==> config.mk <==
export PLATFORM = sky130hd
export DESIGN_NAME = row_max_locator
export DESIGN_NICKNAME = d
export VERILOG_FILES = /design/src/rtl/row_max_locator.sv
export SDC_FILE = /design/constraint.sdc
export NUM_CORES = 1
export LEC_CHECK = 0
export ABC_CLOCK_PERIOD_IN_PS = 3300
export BUFFER_PORTS_ARGS = -buffer_cell sky130_fd_sc_hd__clkbuf_2
export CAP_MARGIN = 20
export CORE_MARGIN = 1.5
export CORE_UTILIZATION = 52
export CTS_BUF_LIST = sky130_fd_sc_hd__clkbuf_16
export CTS_CLUSTER_DIAMETER = 50
export DETAILED_ROUTE_END_ITERATION = 7
export PLACE_DENSITY = 0.74
export SETUP_SLACK_MARGIN = 0.05
export SKIP_CTS_REPAIR_TIMING = 1
export SLEW_MARGIN = 20
export SYNTH_ARGS = -nofsm -noshare
export SYNTH_HDL_FRONTEND = slang
export SYNTH_SLANG_ARGS = --single-unit
export TNS_END_PERCENT = 10
==> constraint.sdc <==
create_clock -name clk -period 3.3 [get_ports clk]
set_clock_uncertainty 0.1 [all_clocks]
set_input_delay 0.33 -clock clk [delete_from_list [all_inputs] [get_ports clk]]
set_output_delay 0.33 -clock clk [all_outputs]
set_load 0.02 [all_outputs]
==> src/rtl/row_max_locator.sv <==
// Row maximum locator: scans N_ROW rows of N_COL scores and reports each row's max and the mask of columns holding it.
// Optional macro ROW_THRESH_EN zeroes any row result whose max falls below MIN_SCORE.
module row_max_locator #(
    parameter int         N_COL     = 13,
    parameter int         N_ROW     = 4,
    parameter logic [6:0] MIN_SCORE = 7'd8
) (
    input  logic             clk,
    input  logic             rst,
    input  logic             start,
    input  logic             cell_valid,
    input  logic [6:0]       cell_data,
    output logic             cell_ready,
    output logic [6:0]       max1,
    output logic [6:0]       max2,
    output logic [6:0]       max3,
    output logic [6:0]       max4,
    output logic [N_COL-1:0] loc1,
    output logic [N_COL-1:0] loc2,
    output logic [N_COL-1:0] loc3,
    output logic [N_COL-1:0] loc4,
    output logic             out_valid,
    output logic             busy
);

    localparam int COL_W = (N_COL > 1) ? $clog2(N_COL) : 1;
    localparam int ROW_W = (N_ROW > 1) ? $clog2(N_ROW) : 1;

`ifdef ROW_THRESH_EN
    localparam bit ThreshOn = 1'b1;
`else
    localparam bit ThreshOn = 1'b0;
`endif

    typedef enum logic [1:0] {IDLE, SCAN, DONE} state_t;

    state_t           state_q;
    logic [COL_W-1:0] col_q;
    logic [ROW_W-1:0] row_q;
    logic [6:0]       runMax_q, runMax_d;
    logic [N_COL-1:0] runLoc_q, runLoc_d;
    logic [6:0]       max_q [4];
    logic [N_COL-1:0] loc_q [4];
    logic [N_COL-1:0] colBit;
    logic [6:0]       rowMax;
    logic [N_COL-1:0] rowLoc;
    logic             lastCol, lastRow;

    assign colBit  = N_COL'(1) << col_q;
    assign lastCol = (col_q == COL_W'(N_COL - 1));
    assign lastRow = (row_q == ROW_W'(N_ROW - 1));

    // Running max/loc including the current cell; column 0 always restarts the row.
    always_comb begin
        runMax_d = runMax_q;
        runLoc_d = runLoc_q;
        if (col_q == '0 || cell_data > runMax_q) begin
            runMax_d = cell_data;
            runLoc_d = colBit;
        end else if (cell_data == runMax_q) begin
            runLoc_d = runLoc_q | colBit;
        end
        rowMax = runMax_d;
        rowLoc = runLoc_d;
        if (ThreshOn && runMax_d < MIN_SCORE) begin
            rowMax = '0;
            rowLoc = '0;
        end
    end

    always_ff @(posedge clk) begin
        if (rst) begin
            state_q  <= IDLE;
            col_q    <= '0;
            row_q    <= '0;
            runMax_q <= '0;
            runLoc_q <= '0;
            for (int i = 0; i < 4; i++) begin
                max_q[i] <= '0;
                loc_q[i] <= '0;
            end
        end else begin
            case (state_q)
                IDLE, DONE: begin
                    if (start) begin
                        state_q  <= SCAN;
                        col_q    <= '0;
                        row_q    <= '0;
                        runMax_q <= '0;
                        runLoc_q <= '0;
                        for (int i = 0; i < 4; i++) begin
                            max_q[i] <= '0;
                            loc_q[i] <= '0;
                        end
                    end
                end
                SCAN: begin
                    if (cell_valid) begin
                        runMax_q <= runMax_d;
                        runLoc_q <= runLoc_d;
                        if (lastCol) begin
                            col_q        <= '0;
                            row_q        <= row_q + 1'b1;
                            max_q[row_q] <= rowMax;
                            loc_q[row_q] <= rowLoc;
                            if (lastRow) begin
                                state_q <= DONE;
                            end
                        end else begin
                            col_q <= col_q + 1'b1;
                        end
                    end
                end
                default: state_q <= IDLE;
            endcase
        end
    end

    assign cell_ready = (state_q == SCAN);
    assign busy       = (state_q == SCAN);
    assign out_valid  = (state_q == DONE);
    assign max1       = max_q[0];
    assign max2       = max_q[1];
    assign max3       = max_q[2];
    assign max4       = max_q[3];
    assign loc1       = loc_q[0];
    assign loc2       = loc_q[1];
    assign loc3       = loc_q[2];
    assign loc4       = loc_q[3];

endmodule

==> summary.md, run 1 <==
• max_q[0][2] — endpoint of the most critical register-to-register path
• 0 ns — aggregate negative setup slack
• sky130_fd_sc_hd__clkbuf_16 — Root Driver
• 5.50 — mean number of vias per cell
• 14,300 µm — wire length of the first global-routing pass
• 1350 µm² — multi-input logic area
• 0 — antenna cells
• 656 — number of inserted filler cells in the final layout
• 4 — DRT Pass-1 Iters
• col_q[0] — startpoint of the worst register-to-register path
• 7 — number of cells traversed by the worst register-to-register path
• 9540 µm — final wirelength
• 33 — count of standard-cell rows
• 0.858 — Final Wtd Congestion
• 0 — number of design rule violations left after detail routing
• 95.4 µm — floorplan die width
• 353 — number of instances in the synthesized netlist
• 168 — number of DRC violations after detailed-routing iteration 0
• cell_data[5] — hold path startpoint
• 12.6 µm² — synthesized area divided by synthesized cell count
• completed — result of the run
• sky130_fd_sc_hd__a21oi_2 — crit path max-delay cell type
• 3 — H-tree Lvls
• 0.34 ns — Clk Latency, worst-skew pair
• 16.9 µm — final routed wire length divided by cell count
• 9100 µm² — die area
• 4440 µm² — post-synthesis cell area
• 0 — number of antenna violations at the first check in global routing
• 26.4% — ratio of cells with drive above 1 in the final layout
• 0.07 ns — clock-pin slew of the registers on the worst-case setup and hold paths
• done — clock tree from TritonCTS
• 46.8% — Relative slew margins
• 6820 µm — HPWL Detailed
• inv_1, ha_1, or3b_1, o211a_1, a21oi_2, mux2i_1, nor2_1 — CP Cell Sequence
• 9 — number of buffers inserted during clock tree synthesis
• 0.796 ns — pin slew with the least headroom to its limit
• in2reg — worst hold-check path type
• reg2reg — WS Path Type
• 0 — final-report max-slew violation count
• 3,094 — routed via count
• 2 — number of buffers between clock root and the deepest sink
• 80 — Post-synth EDFFs
• false — RSZ-0062 raised after global routing
• 53.8% — starting density of the core
• 94 — number of I/O pins
• 529 nW/µm² — areal power density over the cells
• 11 — Crit Path Max Fanout
• 2.83 ns — arrival time of the worst setup path
• 2.29 nW — Pleak
• 0 — final count of hold timing violations
• 349 MHz — maximum clock frequency
• 66.7% — sequential element share of the synthesized area
• 0.491 ns — pre-CTS setup slack
• 0.62 ns — delay of the slowest cell on the worst path
• 2 — worst hold path stage count
• 86.8% — portion of the clock cycle consumed by the worst path in the final layout
• flip-flop — startpoint kind of the worst setup timing path
• 0.437 ns — slack of the critical path
• 0 — post-detailed-route count of antenna-violating nets
• 0 — global-route congestion overflow total
• 108 — number of register bits inferred by synthesis
• 39 — post-synth cell types
• 8260 µm² — Std-Cell Core Area
• sky130_fd_sc_hd__edfxtp_1 — Most used DFF post-synth
• runMax_q[5] — Hold Path End
• 21.4% — global router's overall resource usage
• 0.000263 V — IR drop worst, VDD
• sky130_fd_sc_hd__clkbuf_2 — most common cell after layout, fill and taps aside
• 0.141 ns — Hold WS
• 381 — synthesized netlist net count
• 19.9% — synth-to-layout area growth
• 108 — number of clock sinks
• flip-flop — sort of element at the end of the critical path
• 2960 µm² — sequential cell area
• 2,869 — via count of the first global-routing pass
• 0 — max-cap check violation count
• 482 — net total in the final layout
• 0 — Finish-stage setup viols
• 0% — Post-synth ARST share
• 21 — maximum number of pins on one net before global-route repair
• 93 — input/output buffers
• 0.44 ns — Register-to-Register Setup Slack
• 0 — number of warning messages in the yosys log
• 3.27 ns — worst endpoint required time
• sky130_fd_sc_hd__clkbuf_2 (93), sky130_fd_sc_hd__edfxtp_1 (80), sky130_fd_sc_hd__nor2_1 (66), sky130_fd_sc_hd__and2_1 (28), sky130_fd_sc_hd__dfxtp_1 (28) — commonest cells after routing, fill and taps aside
• 95.4 µm — y dimension of the die
• 2.82 mW — PnR Total Power
• 2.86 ns — minimum clock period
[state kept, by name, indices dropped and copies added, names as in the netlist]
| name | count |
|---|---|
| loc_q | 52 |
| max_q | 28 |
| runLoc_q | 13 |
| runMax_q | 7 |
| col_q | 4 |
| row_q | 2 |
| state_q | 2 |
[where the power goes]
part	internal, mW	leakage, nW	switching, mW
clock	0.524	0.136	0.497
sequential	1.51	1.10	0.0230
combinational	0.0744	1.06	0.185
[worst max-delay path, delay by kind of cell (launching register included)]
family / cells / cell delay [ns]
AO/OA/AOI/OAI: 2 / 0.78
multiplexers: 1 / 0.49
buffers and inverters: 1 / 0.10
adder cells (fa/ha/maj): 1 / 0.25
AND/OR/NAND/NOR: 2 / 0.52
flip-flops: 1 / 0.36
[metal layers]
metal / share of wire, % / wire, µm / GRT usage (%)
met1: 43 / 4130 / 28.7
met2: 47 / 4530 / 34.4
met5: 0 / 0 / 0
met3: 7.4 / 709 / 3.99
met4: 1.8 / 170 / 8.95
[worst max-delay path by stage]
stage / end / cells after the start / from / slack, ns
2_1_floorplan: loc_q[0][0] / 7 / col_q[0] / 0.98
3_3_place_gp: max_q[0][2] / 7 / col_q[0] / 0.51
3_5_place_dp: max_q[0][2] / 7 / col_q[0] / 0.49
4_1_cts: max_q[0][2] / 7 / col_q[0] / 0.44
5_1_grt: max_q[0][2] / 7 / col_q[0] / 0.24
6_report: max_q[0][2] / 7 / col_q[0] / 0.44
[cells in the mapped netlist, drive strengths merged (2+ instances only)]
cell type / count / area, µm²
a21o: 4 / 30.0
a21oi: 15 / 78.8
a22o: 17 / 149
a32oi: 4 / 35.0
and2: 28 / 175
and3: 4 / 25.0
buf: 5 / 38.8
clkbuf: 8 / 31.3
dfxtp: 28 / 561
edfxtp: 80 / 2400
ha: 17 / 213
inv: 15 / 56.3
mux2i: 7 / 70.1
nand2: 14 / 52.6
nand2b: 2 / 12.5
nand3: 9 / 45.0
nor2: 67 / 259
nor2b: 5 / 31.3
nor3: 3 / 15.0
o211a: 2 / 20.0
o211ai: 2 / 15.0
o21a: 2 / 15.0
o21ai: 4 / 20.0
o22ai: 2 / 12.5
[cell families after synthesis]
group	Yosys count	synth area share, %
multiplexers	7	1.58
AND/OR/NAND/NOR	138	15.0
buffers and inverters	28	2.85
flip-flops	108	66.7
AO/OA/AOI/OAI	55	9.10
adder cells (fa/ha/maj)	17	4.79
[through the flow]
stage	cells	area, µm²	util, %
after floorplan	353	4440	-
after global placement	548	5040	61.1
after CTS	563	5320	64.5
after detailed placement	548	5040	61.1
after global routing	563	5320	64.5
final	563	5320	64.5
[layout make-up]
class	instances	area share (%)
Clock buffer	9	4.23
Clock inverter	6	1.06
Inverter	15	1.06
Multi-Input combinational cell	217	25.4
Sequential cell	108	55.7
Tap cell	105	2.47
Timing Repair Buffer	103	10.2
Power figures use the tool's default switching activity.
==> run 2, diff against run 1 <==
ABC_AREA = 1   (was not set)
PLACE_DENSITY = 0.73   (was 0.74)
REMOVE_ABC_BUFFERS = 1   (was not set)
==> summary.md, run 2 <==
• 34 — count of standard-cell rows
• 9 — number of buffers inserted during clock tree synthesis
• 53.6% — starting density of the core
• 2.44 nW — Pleak
• 25 — Crit Path Max Fanout
• 0.886 — Final Wtd Congestion
• 10,400 µm — final wirelength
• 0 — number of design rule violations left after detail routing
• completed — result of the run
• loc_q — register containing the most flip-flops in the final layout
• 5 — DRT Pass-1 Iters
• done — clock tree from TritonCTS
• 93 — input/output buffers
• 17,100 µm — wire length of the first global-routing pass
• 0 — max-cap check violation count
• sky130_fd_sc_hd__nand2_4 — library cell appearing most often on the critical path
• 63.4% — sequential element share of the synthesized area
• sky130_fd_sc_hd__dfxtp_1 — crit path max-delay cell type
• 0 — number of warning messages in the yosys log
• 2.42 ns — minimum clock period
• 10.4 µm² — synthesized area divided by synthesized cell count
• sky130_fd_sc_hd__clkbuf_2 — most common cell after layout, fill and taps aside
• 0 — global-route congestion overflow total
• in2reg — worst hold-check path type
• 0.38 ns — delay of the slowest cell on the worst path
• 0 — final-report max-slew violation count
• 26.8% — ratio of cells with drive above 1 in the final layout
• 0 ns — aggregate negative setup slack
• 18.8% — synth-to-layout area growth
• 7020 µm — HPWL Detailed
• 70.4% — Relative slew margins
• false — RSZ-0062 raised after global routing
• 2.40 ns — arrival time of the worst setup path
• 3,323 — via count of the first global-routing pass
• flip-flop — startpoint kind of the worst setup timing path
• simple AND/OR/NAND/NOR gates — crit-path leading delay family
• 526 nW/µm² — areal power density over the cells
• 3.28 ns — worst endpoint required time
• 0 — Finish-stage setup viols
• loc_q x52, max_q x28, runLoc_q x13 — Regs by FF count
• 3,403 — routed via count
• sky130_fd_sc_hd__nor2_1 (91), sky130_fd_sc_hd__nand2_1 (83), sky130_fd_sc_hd__edfxtp_1 (80), sky130_fd_sc_hd__inv_1 (38), sky130_fd_sc_hd__dfxtp_1 (28) — leading cell types by count after synthesis
• 0 — antenna cells
• 238 — number of DRC violations after detailed-routing iteration 0
• 576 — net total in the final layout
• 51.4% — top cell type's share of synthesized area
• 0.445 ns — pin slew with the least headroom to its limit
• 80 — Post-synth EDFFs
• 108 — number of register bits inferred by synthesis
• 0 — post-detailed-route count of antenna-violating nets
• 22.8% — global router's overall resource usage
• inv_1, ha_1, nand2_1, nor2_4, nand4_4, nand2_4, nand2_4, or2_1, nand2_2, nor2_1 — CP Cell Sequence
• reg2reg — WS Path Type
• 97.8 µm — floorplan die width
• sky130_fd_sc_hd__clkbuf_2 (93), sky130_fd_sc_hd__nor2_1 (91), sky130_fd_sc_hd__nand2_1 (83), sky130_fd_sc_hd__edfxtp_1 (80), sky130_fd_sc_hd__inv_1 (39) — commonest cells after routing, fill and taps aside
• 0% — Post-synth ARST share
• 413 MHz — maximum clock frequency
• 15.8 µm — final routed wire length divided by cell count
• sky130_fd_sc_hd__clkbuf_16 — Root Driver
• 8720 µm² — Std-Cell Core Area
• 73.4% — portion of the clock cycle consumed by the worst path in the final layout
• 1 — crit path buf inv count
• 2.92 mW — PnR Total Power
• 94 — number of I/O pins
• 9570 µm² — die area
• 63.7% — utilization after layout
• flip-flop — sort of element at the end of the critical path
• sky130_fd_sc_hd__edfxtp_1 — Most used DFF post-synth
• 52 — number of flip-flops under the largest register name
• 0 — number of antenna violations at the first check in global routing
• 108 — number of clock sinks
• 5.15 — mean number of vias per cell
• 0.34 ns — Clk Latency, worst-skew pair
• sky130_fd_sc_hd__edfxtp_1 — biggest area consumer among synthesized cells
• 0.000299 V — IR drop worst, VDD
• 0.08 ns — clock-pin slew of the registers on the worst-case setup and hold paths
• 3 — H-tree Lvls
• 4680 µm² — post-synthesis cell area
• 0 — final count of hold timing violations
• 32 — post-synth cell types
• sky130_fd_sc_hd__nor2_1 — most common cell in the synthesized netlist
• 97.8 µm — y dimension of the die
• 451 — number of instances in the synthesized netlist
• sky130_fd_sc_hd__edfxtp_1 (51%), sky130_fd_sc_hd__dfxtp_1 (12%), sky130_fd_sc_hd__nor2_1 (7.3%), sky130_fd_sc_hd__nand2_1 (6.7%), sky130_fd_sc_hd__ha_1 (4.5%) — ranking of synthesized cells by area
• 2 — number of buffers between clock root and the deepest sink
• 26 — maximum number of pins on one net before global-route repair
-- run 2: routing by layer --
layer | part of all wire (%) | track usage, %
met5 | 0 | 0
met4 | 1.6 | 6.92
met3 | 4.9 | 4.01
met2 | 47 | 36.2
met1 | 46 | 32.4
-- run 2: logic make-up (layout without fill, tap and decap cells) --
| group | after synthesis | after routing | share of synthesized area (%) |
|---|---|---|---|
| compound gates | 44 | 44 | 5.81 |
| fa+ha+maj | 17 | 17 | 4.55 |
| simple gates | 223 | 223 | 20.7 |
| flops | 108 | 108 | 63.4 |
| xor+xnor | 1 | 1 | 0.187 |
| buf+inv | 58 | 160 | 5.35 |
-- run 2: worst reg2reg max path, cell delays in order, from the launching register on --
cell and delay [ns]:
sky130_fd_sc_hd__dfxtp_1 0.38, sky130_fd_sc_hd__inv_1 0.07, sky130_fd_sc_hd__ha_1 0.30, sky130_fd_sc_hd__nand2_1 0.10, sky130_fd_sc_hd__nor2_4 0.12, sky130_fd_sc_hd__nand4_4 0.23
sky130_fd_sc_hd__nand2_4 0.22, sky130_fd_sc_hd__nand2_4 0.20, sky130_fd_sc_hd__or2_1 0.30, sky130_fd_sc_hd__nand2_2 0.10, sky130_fd_sc_hd__nor2_1 0.05
-- run 2: stage by stage --
| stage | instances | hold slack, ns | setup WS (ns) | area (µm²) |
|---|---|---|---|---|
| after global routing | 661 | 0.192 | 0.713 | 5550 |
| after CTS | 661 | 0.185 | 0.887 | 5550 |
| after detailed placement | 645 | 0.338 | 0.895 | 5270 |
| after global placement | 645 | 0.337 | 0.981 | 5270 |
| after floorplan | 434 | 0.299 | 0.607 | 4580 |
| final | 661 | 0.185 | 0.878 | 5550 |
-- run 2: worst paths after layout --
check | startpoint | to | slack, ns | depth (start not counted)
worst min register to register | runLoc_q[5] | runLoc_q[5] | 0.36 | 2
worst max register to register | runMax_q[4] | loc_q[1][7] | 0.88 | 10
worst max-delay path | runMax_q[4] | loc_q[1][7] | 0.88 | 10
worst min-delay path | rst | runMax_q[5] | 0.18 | 2
-- run 2: power breakdown --
part,internal (mW),switching [mW]
registers,1.52,0.0258
logic,0.0924,0.240
clock network,0.527,0.517
total,2.14,0.783
-- run 2: area by class of cell --
cell class	count	area [µm²]
Inverter	41	154
Fill cell	684	3170
Tap cell	108	135
Clock buffer	9	225
Multi-Input combinational cell	285	1460
Timing Repair Buffer	103	553
Clock inverter	7	61.3
Sequential cell	108	2960
==> run 3, diff against run 2 <==
ABC_CLOCK_PERIOD_IN_PS = 2400   (was 3300)
clock period = 2.4 ns   (was 3.3 ns; I/O delays follow)
==> summary.md, run 3 (synthesized netlist as in run 2, its figures left out) <==
• 108 — number of clock sinks
• 4870 µm — metal2 WL
• runMax_q[6] — launching instance or port of the critical path
• 9 — number of buffers inserted during clock tree synthesis
• 0 — number of design rule violations left after detail routing
• 19.9% — synth-to-layout area growth
• 2.45 nW — Pleak
• 171 — number of DRC violations after detailed-routing iteration 0
• runMax_q[6] — startpoint of the worst register-to-register path
• 0.484 ns — pin slew with the least headroom to its limit
• 22.3% — global router's overall resource usage
• 5 — DRT Pass-1 Iters
• 4420 µm — routed metal-1 wire length
• 0 — Finish-stage setup viols
• inv_1, ha_1, nand2_2, inv_1, a21oi_1, nand2_1, nand2_4, nand2_8, or2_1, nand2_2, nor2_1 — CP Cell Sequence
• reg2reg — WS Path Type
• 3,224 — via count of the first global-routing pass
• done — clock tree from TritonCTS
• 0 — max-cap check violation count
• 0.000535 V — IR drop worst, VDD
• 0 — final-report max-slew violation count
• flip-flop — sort of element at the end of the critical path
• 5300 µm² — placed instance area
• 451 MHz — maximum clock frequency
• 64.3% — utilization after layout
• 2.95 mW — internal power contribution
• 27.3% — ratio of cells with drive above 1 in the final layout
• 0.34 ns — delay of the slowest cell on the worst path
• 0 — global-route congestion overflow total
• 67.6% — Relative slew margins
• 97.8 µm — y dimension of the die
• flip-flop — startpoint kind of the worst setup timing path
• 715 nW/µm² — areal power density over the cells
• 0 ns — aggregate negative setup slack
• 824 µm — sum of met3 wire segment lengths after detailed routing
• 2.39 ns — worst endpoint required time
• 26 — maximum number of pins on one net before global-route repair
• 15.5 µm — final routed wire length divided by cell count
• 35.3% — Clk pwr share
• sky130_fd_sc_hd__clkbuf_2 — most common cell after layout, fill and taps aside
• 5.09 — mean number of vias per cell
• 0.848 — Final Wtd Congestion
• 0 — final count of hold timing violations
• loc_q x52, max_q x28, runLoc_q x13 — Regs by FF count
• 579 — net total in the final layout
• sky130_fd_sc_hd__dfxtp_1 — crit path max-delay cell type
• 0 — antenna cells
• 2.21 ns — arrival time of the worst setup path
• 0.0861 ns — Hold WS
• 6900 µm — HPWL Detailed
• 34 — count of standard-cell rows
• 0.187 ns — pre-CTS setup slack
• 0.07 ns — clock-pin slew of the registers on the worst-case setup and hold paths
• loc_q[0][5] — endpoint of the most critical register-to-register path
• 52 — number of flip-flops under the largest register name
• 94 — number of I/O pins
• 0.18 ns — Register-to-Register Setup Slack
• 2 — number of buffers between clock root and the deepest sink
• 53.6% — starting density of the core
• 16,600 µm — wire length of the first global-routing pass
• sky130_fd_sc_hd__clkbuf_16 — Root Driver
• 0 — post-detailed-route count of antenna-violating nets
• 1.06 mW — net switching component of the power
• 92.3% — portion of the clock cycle consumed by the worst path in the final layout
• 10,300 µm — final wirelength
• 0.184 ns — slack of the critical path
• 53.1% — share of power burned in registers
• 97.8 µm — floorplan die width
• 2.22 ns — minimum clock period
• 3 — H-tree Lvls
• 11.7% — combinational cell fraction of total power
• 8720 µm² — Std-Cell Core Area
• 93 — input/output buffers
• 0.35 ns — Clk Latency, worst-skew pair
• false — RSZ-0062 raised after global routing
• met4 — highest metal used
• 25 — Crit Path Max Fanout
• 0 — number of antenna violations at the first check in global routing
• loc_q — register containing the most flip-flops in the final layout
• 3,382 — routed via count
• sky130_fd_sc_hd__clkbuf_2 (93), sky130_fd_sc_hd__nor2_1 (91), sky130_fd_sc_hd__nand2_1 (83), sky130_fd_sc_hd__edfxtp_1 (80), sky130_fd_sc_hd__inv_1 (39) — commonest cells after routing, fill and taps aside
• in2reg — worst hold-check path type
• 9570 µm² — die area
• 11 — number of cells traversed by the worst register-to-register path
• 5610 µm² — post-route cell area
• completed — result of the run
• loc_q[0][5] — critical path capture point
• 26.4% — switching power share of the total
run 3: worst min-delay path by stage:
stage | slack [ns] | endpoint | start | cells past startpoint
final | 0.09 | col_q[1] | rst | 2
after floorplan | 0.21 | col_q[1] | rst | 1
after global routing | 0.10 | col_q[1] | rst | 2
after CTS | 0.08 | col_q[1] | rst | 2
after detailed placement | 0.34 | runLoc_q[6] | runLoc_q[6] | 2
after global placement | 0.33 | runLoc_q[7] | runLoc_q[7] | 2
run 3: power groups by stage:
stage / Clock (mW) / Sequential, mW / Combinational, mW
floorplan: 0 / 2.27 / 0.188
global placement: 0 / 2.17 / 0.453
detailed placement: 0 / 2.17 / 0.460
CTS: 1.42 / 2.13 / 0.462
global route: 1.50 / 2.14 / 0.509
finish: 1.41 / 2.13 / 0.467
run 3: metal layers:
layer / vias up / GRT usage, %
met5: - / 0
li1: 1684 / -
met3: 11 / 4.80
met1: 1569 / 31.1
met2: 118 / 35.5
met4: 0 / 6.37
run 3: stage by stage:
stage | total power, mW | instances
floorplan | 2.46 | 434
global placement | 2.62 | 647
detailed placement | 2.63 | 647
CTS | 4.01 | 663
global route | 4.14 | 664
finish | 4.01 | 664
run 3: final cells by class:
| type | count | area (µm²) |
|---|---|---|
| Tap cell | 108 | 135 |
| Inverter | 41 | 154 |
| Fill cell | 669 | 3110 |
| Multi-Input combinational cell | 286 | 1490 |
| Clock buffer | 9 | 225 |
| Clock inverter | 7 | 60.1 |
| Timing Repair Buffer | 105 | 581 |
| Sequential cell | 108 | 2960 |
run 3: critical path: cells and delay by family, from the launching register on:
kind / cells / cell delay [ns]
buffers and inverters: 2 / 0.12
AO/OA/AOI/OAI: 1 / 0.14
flip-flops: 1 / 0.34
AND/OR/NAND/NOR: 7 / 0.98
adder cells (fa/ha/maj): 1 / 0.30
